`config.mk`:
```
export PLATFORM = sky130hd
export DESIGN_NAME = ram_req_ctrl
export DESIGN_NICKNAME = d
export VERILOG_FILES = /design/src/rtl/ram_ctrl_pkg.sv /design/src/rtl/ram_wbuf.sv /design/src/rtl/ram_req_ctrl.sv
export SDC_FILE = /design/constraint.sdc
export NUM_CORES = 1
export LEC_CHECK = 0
export CAP_MARGIN = 20
export CORE_ASPECT_RATIO = 0.75
export CORE_UTILIZATION = 48
export CTS_CLUSTER_DIAMETER = 60
export CTS_CLUSTER_SIZE = 20
export DETAILED_ROUTE_END_ITERATION = 7
export PLACE_DENSITY_LB_ADDON = 0.3
export SYNTH_ARGS = -nofsm -noshare
export SYNTH_HDL_FRONTEND = slang
export SYNTH_SLANG_ARGS = --single-unit
```
`constraint.sdc`:
```
create_clock -name mclk -period 2.25 [get_ports mclk]
set_clock_uncertainty 0.15 [all_clocks]
set_input_delay 0.45 -clock mclk [delete_from_list [all_inputs] [get_ports mclk]]
set_output_delay 0.45 -clock mclk [all_outputs]
set_load 0.005 [all_outputs]
```
`src/rtl/ram_ctrl_pkg.sv`:
```
// Shared types and default timing for the CPU-to-PSRAM request controller.
// Hold/recovery counts are in mclk cycles.
package ram_ctrl_pkg;

    typedef enum logic [1:0] {
        IDLE  = 2'd0,
        RD    = 2'd1,
        WR    = 2'd2,
        RECOV = 2'd3
    } state_t;

    // 'byte' is a keyword, so the byte-access flag is named is_byte
    typedef struct packed {
        logic [21:0] addr;
        logic [15:0] data;
        logic        is_byte;
    } wb_entry_t;

    localparam int RD_HOLD_DEF = 16;
    localparam int WR_HOLD_DEF = 16;
    localparam int RECOVER_DEF = 4;

    function automatic int max3(input int a, input int b, input int c);
        int m;
        m = (a > b) ? a : b;
        return (m > c) ? m : c;
    endfunction

endpackage

```
`src/rtl/ram_wbuf.sv`:
```
// Single-entry posted-write buffer.
// The caller only pushes when empty and only pops when full.
module ram_wbuf
    import ram_ctrl_pkg::*;
(
    input  logic      mclk,
    input  logic      rst_n,
    input  logic      push,
    input  logic      pop,
    input  wb_entry_t din,
    output wb_entry_t dout,
    output logic      valid
);

    always_ff @(posedge mclk or negedge rst_n) begin
        if (!rst_n) begin
            valid <= 1'b0;
            dout  <= '0;
        end else if (push) begin
            valid <= 1'b1;
            dout  <= din;
        end else if (pop) begin
            valid <= 1'b0;
        end
    end

endmodule

```
`src/rtl/ram_req_ctrl.sv`:
```
// Turns the CPU request/ack handshake into level-held ram_read/ram_write strobes
// with minimum hold and recovery times; writes are posted through ram_wbuf.
//
// state | meaning
// IDLE  | no command on the strobes; may start a buffered write or a live read
// RD    | ram_read held, counting down RD_HOLD
// WR    | ram_write held, counting down WR_HOLD
// RECOV | both strobes low, counting down RECOVER
module ram_req_ctrl
    import ram_ctrl_pkg::*;
#(
    parameter int RD_HOLD = RD_HOLD_DEF,
    parameter int WR_HOLD = WR_HOLD_DEF,
    parameter int RECOVER = RECOVER_DEF
) (
    input  logic        mclk,
    input  logic        rst_n,
    input  logic        init,
    input  logic        cpu_req,
    input  logic        cpu_we,
    input  logic        cpu_byte,
    input  logic [21:0] cpu_addr,
    input  logic [15:0] cpu_wdata,
    output logic        cpu_ack,
    output logic [15:0] cpu_rdata,
    output logic        busy,
    output logic        ram_read,
    output logic        ram_write,
    output logic        ram_byte,
    output logic [21:0] ram_addr,
    output logic [15:0] ram_wdata,
    input  logic [15:0] ram_rdata
);

    localparam int CW = $clog2(max3(RD_HOLD, WR_HOLD, RECOVER)) + 1;

    state_t         state;
    logic [CW-1:0]  cnt;
    logic           wb_valid;
    logic           wb_push;
    logic           wb_pop;
    logic           rd_live;
    wb_entry_t      wb_in;
    wb_entry_t      wb_out;

    // The cycle carrying cpu_ack never starts a new request, even with cpu_req held.
    assign rd_live = cpu_req && !cpu_we && !cpu_ack;
    assign wb_push = cpu_req && cpu_we && !cpu_ack && !wb_valid;
    assign wb_pop  = (state == WR) && (cnt == '0);
    assign busy    = (state != IDLE) || wb_valid;

    assign wb_in.addr    = cpu_addr;
    assign wb_in.data    = cpu_wdata;
    assign wb_in.is_byte = cpu_byte;

    ram_wbuf u_wbuf (
        .mclk  (mclk),
        .rst_n (rst_n),
        .push  (wb_push),
        .pop   (wb_pop),
        .din   (wb_in),
        .dout  (wb_out),
        .valid (wb_valid)
    );

    always_ff @(posedge mclk or negedge rst_n) begin
        if (!rst_n) begin
            state     <= IDLE;
            cnt       <= '0;
            cpu_ack   <= 1'b0;
            cpu_rdata <= '0;
            ram_read  <= 1'b0;
            ram_write <= 1'b0;
            ram_byte  <= 1'b0;
            ram_addr  <= '0;
            ram_wdata <= '0;
        end else begin
            cpu_ack <= wb_push;
            case (state)
                IDLE: begin
                    if (init) begin
                        if (wb_valid) begin
                            ram_addr  <= wb_out.addr;
                            ram_wdata <= wb_out.data;
                            ram_byte  <= wb_out.is_byte;
                            ram_write <= 1'b1;
                            cnt       <= CW'(WR_HOLD - 1);
                            state     <= WR;
                        end else if (rd_live) begin
                            // byte reads fetch the whole word; the CPU picks the lane
                            ram_addr  <= cpu_addr;
                            ram_byte  <= 1'b0;
                            ram_read  <= 1'b1;
                            cnt       <= CW'(RD_HOLD - 1);
                            state     <= RD;
                        end
                    end
                end
                RD: begin
                    if (cnt == '0) begin
                        cpu_rdata <= ram_rdata;
                        cpu_ack   <= 1'b1;
                        ram_read  <= 1'b0;
                        cnt       <= CW'(RECOVER - 1);
                        state     <= RECOV;
                    end else begin
                        cnt <= cnt - 1'b1;
                    end
                end
                WR: begin
                    if (cnt == '0) begin
                        ram_write <= 1'b0;
                        cnt       <= CW'(RECOVER - 1);
                        state     <= RECOV;
                    end else begin
                        cnt <= cnt - 1'b1;
                    end
                end
                RECOV: begin
                    if (cnt == '0) begin
                        state <= IDLE;
                    end else begin
                        cnt <= cnt - 1'b1;
                    end
                end
                default: state <= IDLE;
            endcase
        end
    end

endmodule

```
* After elaboration in Yosys (flattened, before gate mapping) *
Index checks and enable logic that the tools add are counted.

storage, ports and cells
  register bits = 105
  input port bits = 60
  output and inout port bits = 59
  logic and storage cells = 80

cells by class
  add/subtract/negate cells = 1
  eq/ne operators = 13
  multiplexer cells = 28
  reductions and logical operators = 25

operator list
  kind                                                                     number
  22-bit two-way mux                                                       2
  5-bit two-way mux                                                        5
  5-bit case mux with 3 select lines                                       1
  1-bit two-way mux                                                        12
  2-bit inequality test, second input constant                             6
  2-bit two-way mux                                                        5
  2-bit nonzero test                                                       5
  3-bit AND reduction                                                      3
  4-bit AND reduction                                                      2
  1-bit logical AND                                                        6
  2-bit by 1-bit inequality test with 1-bit output, second input constant  3
  2-bit case mux with 3 select lines                                       1
  5-bit logical NOT                                                        1
  5-bit AND reduction                                                      1
  5-bit by 1-bit subtractor with 5-bit output, second input constant       1
  2-bit equality test, second input constant                               2
  1-bit case mux with 2 select lines                                       2
  1-bit logical NOT                                                        3
  3-bit by 2-bit inequality test with 1-bit output, second input constant  1
  2-bit by 1-bit equality test with 1-bit output, second input constant    1
  2-bit logical NOT                                                        1
  2-bit AND reduction                                                      1
  2-bit OR reduction                                                       1
  1-bit logical OR                                                         1

* Logic depth before layout (Yosys ltp) *
Gate-level depths: netlist (run 1).

  depth in word-level cells = 7
  depth in mapped cells = 7
  mapped depth without buffers = 6

* By module *
From an unflattened synthesis (run 1), not the netlist that was laid out.

unflattened totals
  cell total of the unflattened synthesis = 323
  area, all modules = 4393.0 um^2

by module, submodules not included
  module        instances  cells each  area an instance (um^2)  sequential area each (um^2)
  ram_req_ctrl  1          238         2896.5                   1626.6
  ram_wbuf      1          85          1496.4                   1001.0

* Worst setup path before layout (run 1) *
Ideal clock, no wire load.

  path type = reg2reg
  start = register cnt[0]
  end = register cpu_rdata[10]
  library setup time = 125 ps
  data arrival time = 1695 ps
  required time = 1975 ps
  path slack = 280 ps
  stages on the path, launching flop included = 8
  path buffers = 1
  period minus slack after synthesis = 1970 ps
  cell sequence = dfrtp_1 inv_1 ha_1 or3b_4 nor2_4 nand2_4 buf_6 mux2_4

between the ends
  longest elaborated chain between the ends = 2

ends and longest elaborated chain
  what                           line                 RTL
  from (decl)                    ram_req_ctrl.sv:38   logic [CW-1:0] cnt;
  from (signal assigned)         ram_req_ctrl.sv:87   cnt <= CW'(WR_HOLD - 1);
  from (signal assigned)         ram_req_ctrl.sv:94   cnt <= CW'(RD_HOLD - 1);
  from (signal assigned)         ram_req_ctrl.sv:104  cnt <= CW'(RECOVER - 1);
  5-bit logical NOT              ram_req_ctrl.sv:100  if (cnt == '0) begin
  2-bit AND reduction (no line)  --
  to (signal assigned)           ram_req_ctrl.sv:101  cpu_rdata <= ram_rdata;
  to (decl)                      ram_req_ctrl.sv:25   output logic [15:0] cpu_rdata,

Every way passes these cells.
A chain may end at the register's enable or synchronous reset.

* Final worst setup path (run 1) *
  start = register cnt[0]
  end = register cpu_rdata[5]

The elaborated chain is that of the path after synthesis.

==> impl_metrics.yaml, run 1 <==
routing:
  wl_per_cell_um: 15.98
  routed_wl_mm: 9.014
  ant_nets: 0
  drtIter0Drc: 205
  viasPerCell: 5.246
  drc: 0
  vias: 2959
  drt_pass1_iterations: 4
pwr:
  cellPowerDensity_nw_per_um2: 1341
  peakVddDrop_v: 0.0008182
  p_leak_nw: 2.776
critical_path:
  start_kind: "flop"
  cp-end-kind: "flop"
  critical_path_required_ns: 2.31
  r2r_cells: 6
  path_cells: "inv_1 -> ha_1 -> or3b_4 -> nor2_4 -> nand2_4 -> mux2_4"
  worstPathArrival_ns: 2.15
  setup.worst_path.class: "reg2reg"
  slowest_delay_ns: 0.43
  slowest_stage: "or3b_4"
  crit_path_max_fanout: 17
place:
  port_buffers: 118
  gp_congestion: 0.7749
  hpwl_mm: 6.289
  place_area_um2: 5782
grt:
  grt_start_max_net_pins: 55
  grt_remaining_overflow: 0
  grt_pass1_vias: 3087
  antenna_found_initial: 0
  gr-usage-met3_pct: 8.087
  grt_use_met1_pct: 27.26
  top_usage_layer: "met2"
  grt_usage_pct: 20.30
  grt_pass1_wl_mm: 15.04
  met2_usage_pct: 31.34
floorplan:
  floorplan.die_area_um2: 9527
  die_x_um: 112.4
  num_io_pins: 119
  start_util_pct: 50.57
  core-area_um2: 8672
  rows: 29
  fp.dieH_um: 84.78
cts:
  cts.sinks: 105
  clk_path_buf_depth: 2
  cts_tree: "built"
  cts-buffers-inserted: 9
  cts_max_level: 3
  path_clk_slew_ns: 0.06
  clock-root-buffer: "clkbuf_16"
  clk_latency_ns: 0.33
synthesis:
  synth_ff_type: "dfrtp_1"
  synth_top_family_by_area: "multiplexers"
  syn_avg_cell_area_um2: 13.54
  async_reset_ff_share_pct: 100.0
  synth-seq-cells: 105
  synthAdderAreaFrac_pct: 1.427
  netlist_top_cells_count: "dfrtp_1, mux2_2, o21ai_0"
  synth_xor_area_share_pct: 0
  synthMostInstantiatedCell: "dfrtp_1"
  synth_top_cell_by_area: "dfrtp_1"
  yosys-top-cells-area: "dfrtp_1, mux2_2, mux2i_1"
  syn_inst: 324
  yosysSeqAreaShare_pct: 59.91
  synth_edf_count: 0
  synth-simple-area-share_pct: 5.078
  muxShareOfSynthArea_pct: 24.45
  syn_nets: 389
  synth.distinct_cells: 33
  synth_compound_area_share_pct: 6.505
  synth_warnings: 0
  yosysTopAreaCellShare_pct: 59.91
  syn_area_um2: 4385
final_layout:
  fin_util_pct: 70.51
  nets: 516
  final_layout_size_suffix_gt1_share_pct: 23.03
  fillCellCount: 604
  final_cell_area_um2: 6115
  diodes: 0
  syn2layout_area_growth_pct: 39.43
sta:
  max_freq_mhz: 480.4
  hold_slack_ns: 0.3269
  setup_viol: 0
  hold_viol: 0
  slew_violations: 0
  period_share_pct: 92.52
  maxSlewHeadroom_pct: 72.45
  finalCriticalPeriod_ns: 2.082
  rsz0062_at_grt: "no"
  tightest_slew_ns: 0.4133
worst_hold_path:
  hold_path_depth: 2
  hold_class: "reg2reg"
run:
  cap_viol_max_count: 0
outcome:
  status: "complete, no violations"
final timing paths:
| path | startpoint | endpoint | slack, ns |
|---|---|---|---|
| worst max-delay path | cnt[0] | cpu_rdata[5] | 0.17 |
| worst min-delay path | ram_addr[8] | ram_addr[8] | 0.33 |
| worst max register to register | cnt[0] | cpu_rdata[5] | 0.17 |
| worst min register to register | ram_addr[8] | ram_addr[8] | 0.33 |
| max in group asynchronous | rst_n | u_wbuf.dout[15] | 1.03 |
| min in group asynchronous | rst_n | u_wbuf.dout[28] | 0.37 |
metrics by stage:
step | setup WS, ns | std cells | total power, mW | setup TNS [ns]
floorplan | 0.2796 | 324 | 4.997 | 0
global placement | -0.01989 | 545 | 6.465 | -0.2188
detailed placement | -0.01178 | 545 | 6.631 | -0.07211
CTS | 0.1579 | 564 | 8.289 | 0
global route | 0.07860 | 564 | 8.754 | 0
finish | 0.1683 | 564 | 8.201 | 0
critical path: cells and delay by family, from the launching register on:
family                   cells  cell delay [ns]
adder cells (fa/ha/maj)      1             0.23
multiplexers                 1             0.35
flip-flops                   1             0.39
AND/OR/NAND/NOR              3             0.76
buffers and inverters        1             0.08
registers in the layout (all words and copies together) (netlist names):
register	cells
ram_wdata	16
ram_addr	22
ram_byte	1
cpu_rdata	16
cpu_ack	1
u_wbuf.dout	39
state	2
ram_read	1
cnt	5
ram_write	1
u_wbuf.valid	1
cell families after synthesis:
kind of cell               Yosys count
DFF                                105
muxes                               95
AOI/OAI and AO/OA                   49
and+or+nand+nor                     44
buffers and inverters               26
adders and majority gates            5
metal layers:
layer  part of all wire (%)  wire length, um
met5                      0                0
met1                     45             4057
met3                    8.3              746
met2                     46             4171
met4                   0.42               38
cell usage in the layout, fill, tap and decap left out, types with 2 or more instances in the layout:
master / instances
clkdlybuf4s50_1: 116
dfrtp_1: 105
mux2_2: 61
o21ai_0: 29
nand2_1: 27
mux2i_1: 25
inv_1: 10
mux2_4: 9
clkbuf_16: 9
buf_4: 9
a21oi_1: 7
nor2_1: 6
ha_1: 5
buf_12: 5
a31oi_1: 3
clkbuf_8: 3
o22ai_1: 2
a21o_1: 2
clkbuf_1: 2
power breakdown:
| part | internal (mW) | switching, mW | leakage (nW) |
|---|---|---|---|
| clock network | 0.953 | 0.631 | 0.153 |
| registers | 2.80 | 0.521 | 1.27 |
| logic | 2.06 | 1.24 | 1.36 |
| total | 5.81 | 2.39 | 2.78 |
area by class of cell:
type | instances | area (um^2) | area share [%]
Timing Repair Buffer | 132 | 1348 | 22.04
Tap cell | 108 | 135.1 | 2.210
Clock buffer | 14 | 274.0 | 4.481
Sequential cell | 105 | 2628 | 42.97
Clock inverter | 2 | 35.03 | 0.5729
Multi-Input combinational cell | 193 | 1658 | 27.11
Inverter | 10 | 37.54 | 0.6139
what timing repair did:
item | 4_1_cts | 5_1_grt
resized for setup | 1 | 0
setup buffers | 2 | 0
hold endpoints to repair | 13 | 0
hold buffers | 1 | 0
setup endpoints to repair | 1 | 0
Note: power is estimated with default switching activity, not from simulation.
==> inputs of run 2 (changes only) <==
--- a/config.mk
+++ b/config.mk
@@ -12,6 +12,8 @@
 export CTS_CLUSTER_SIZE = 20
 export DETAILED_ROUTE_END_ITERATION = 7
 export PLACE_DENSITY_LB_ADDON = 0.3
+export SETUP_SLACK_MARGIN = 0.1
 export SYNTH_ARGS = -nofsm -noshare
 export SYNTH_HDL_FRONTEND = slang
 export SYNTH_SLANG_ARGS = --single-unit
+export TNS_END_PERCENT = 30
==> run 2 against run 1 <==
Final cell count unchanged. Flip-flop and latch count unchanged. Via count about the same. Maximum frequency up 0.25%. First-iteration DRC count unchanged. Wire length about the same. Worst hold slack unchanged. Clock power about the same. Register-to-register slack about the same. Die area unchanged. Critical path depth unchanged. Final area about the same. Critical path type unchanged. Largest cell class unchanged.
==> impl_metrics.yaml, run 2 (same netlist as run 1, synthesis figures left out) <==
place:
  hpwl_mm: 6.289
  post-place-ws_ns: -0.01178
  port_buffers: 118
  gp_congestion: 0.7749
  place_area_um2: 5782
routing:
  routed_wl_mm: 9.008
  wl_per_cell_um: 15.97
  viasPerCell: 5.243
  drt_pass1_iterations: 4
  vias: 2957
  drc: 0
  ant_nets: 0
  drtIter0Drc: 205
critical_path:
  r2r_cells: 6
  rr_startpoint: "cnt[0]"
  cp-startpoint: "cnt[0]"
  r2r_setup_slack_ns: 0.17
  cp-end-kind: "flop"
  critical_path_required_ns: 2.32
  timing.rr.end: "cpu_rdata[5]"
  setup.worst_path.class: "reg2reg"
  crit_path_max_fanout: 17
  slowest_stage: "or3b_4"
  slowest_delay_ns: 0.43
  path_cells: "inv_1 -> ha_1 -> or3b_4 -> nor2_4 -> nand2_4 -> mux2_4"
  worstPathArrival_ns: 2.14
  endpoint: "cpu_rdata[5]"
  start_kind: "flop"
grt:
  grt_pass1_wl_mm: 15.04
  grt_start_max_net_pins: 55
  grt_remaining_overflow: 0
  antenna_found_initial: 0
  grt_pass1_vias: 3087
  grt_usage_pct: 20.30
floorplan:
  start_util_pct: 50.57
  rows: 29
  num_io_pins: 119
  fp.dieH_um: 84.78
  core-area_um2: 8672
  floorplan.die_area_um2: 9527
  die_x_um: 112.4
sta:
  tightest_slew_ns: 0.4356
  slew_violations: 0
  hold_slack_ns: 0.3269
  max_freq_mhz: 481.6
  period_share_pct: 92.29
  hold_viol: 0
  worst_slack_ns: 0.1736
  finalCriticalPeriod_ns: 2.076
  rsz0062_at_grt: "no"
  maxSlewHeadroom_pct: 70.96
  setup_viol: 0
final_layout:
  diodes: 0
  final_common_cell: "clkdlybuf4s50_1"
  nets: 516
  syn2layout_area_growth_pct: 39.49
  reg_top3: "u_wbuf.dout x39, ram_addr x22"
  final_layout_size_suffix_gt1_share_pct: 23.25
  final_cell_area_um2: 6117
  largest_reg_flops: 39
  max_flop_register: "u_wbuf.dout"
  final_cell_mix: "clkdlybuf4s50_1, dfrtp_1, mux2_2"
pwr:
  p_leak_nw: 2.776
  cellPowerDensity_nw_per_um2: 1341
  peakVddDrop_v: 0.0008184
outcome:
  status: "complete, no violations"
worst_hold_path:
  hold_class: "reg2reg"
cts:
  cts-buffers-inserted: 9
  cts.sinks: 105
  path_clk_slew_ns: 0.06
  clk_path_buf_depth: 2
  cts_max_level: 3
  cts_tree: "built"
  clk_latency_ns: 0.33
  clock-root-buffer: "clkbuf_16"
run:
  cap_viol_max_count: 0
## run 2: cell count changes in the layout (fill, tap and decap cells not counted)
| cell | previous run | this run |
|---|---|---|
| nor2b_1 | 1 | 0 |
| nor2b_2 | 0 | 1 |
## run 2: worst min path at each step
stage                 from          end  slack, ns  depth (start not counted)
2_1_floorplan        rst_n       cnt[0]      0.004                          0
3_3_place_gp         rst_n  ram_addr[7]       0.18                          1
3_5_place_dp         rst_n  ram_addr[7]       0.18                          1
4_1_cts        ram_addr[8]  ram_addr[8]       0.33                          2
5_1_grt        ram_addr[6]  ram_addr[6]       0.36                          2
6_report       ram_addr[8]  ram_addr[8]       0.33                          2
## run 2: layer usage
metal	GRT usage, %	part of all wire, %
met1	27.26	45
met2	31.34	46
met3	8.087	8.2
met4	4.364	0.42
met5	0	0
## run 2: power breakdown
group          switching, mW  total, mW  internal [mW]
clock                  0.630       1.58          0.953
combinational           1.23       3.30           2.06
sequential             0.522       3.32           2.80
total                   2.39       8.20           5.82
## run 2: what timing repair did
item | CTS | global route
gates resized for setup | 1 | 1
setup buffers | 2 | 0
hold buffers | 1 | 0
endpoints found under the hold margin | 13 | 0
setup endpoints to repair | 1 | 1
## run 2: cell type report
cell class / instances / area, um^2
flip-flops and latches: 105 / 2628
fillers: 604 / 2555
multi-input cells: 193 / 1660
repair buffers: 132 / 1348
clock buffers: 14 / 274.0
well taps: 108 / 135.1
inverters: 10 / 37.54
clock inverters: 2 / 35.03
## run 2: per-stage QoR
stage / util, % / power, mW / std cells / TNS, ns
after global placement: 66.67 / 6.465 / 545 / -0.2188
after detailed placement: 66.67 / 6.631 / 545 / -0.07211
after global routing: 70.54 / 8.757 / 564 / 0
after CTS: 70.51 / 8.289 / 564 / 0
final: 70.54 / 8.204 / 564 / 0
after floorplan: - / 4.997 / 324 / 0
## run 2: worst max-delay path: cells and delay by family, from the launching register on
| kind | cells | cell delay [ns] |
|---|---|---|
| adders and majority gates | 1 | 0.22 |
| buffers and inverters | 1 | 0.08 |
| DFF | 1 | 0.39 |
| muxes | 1 | 0.35 |
| and+or+nand+nor | 3 | 0.76 |
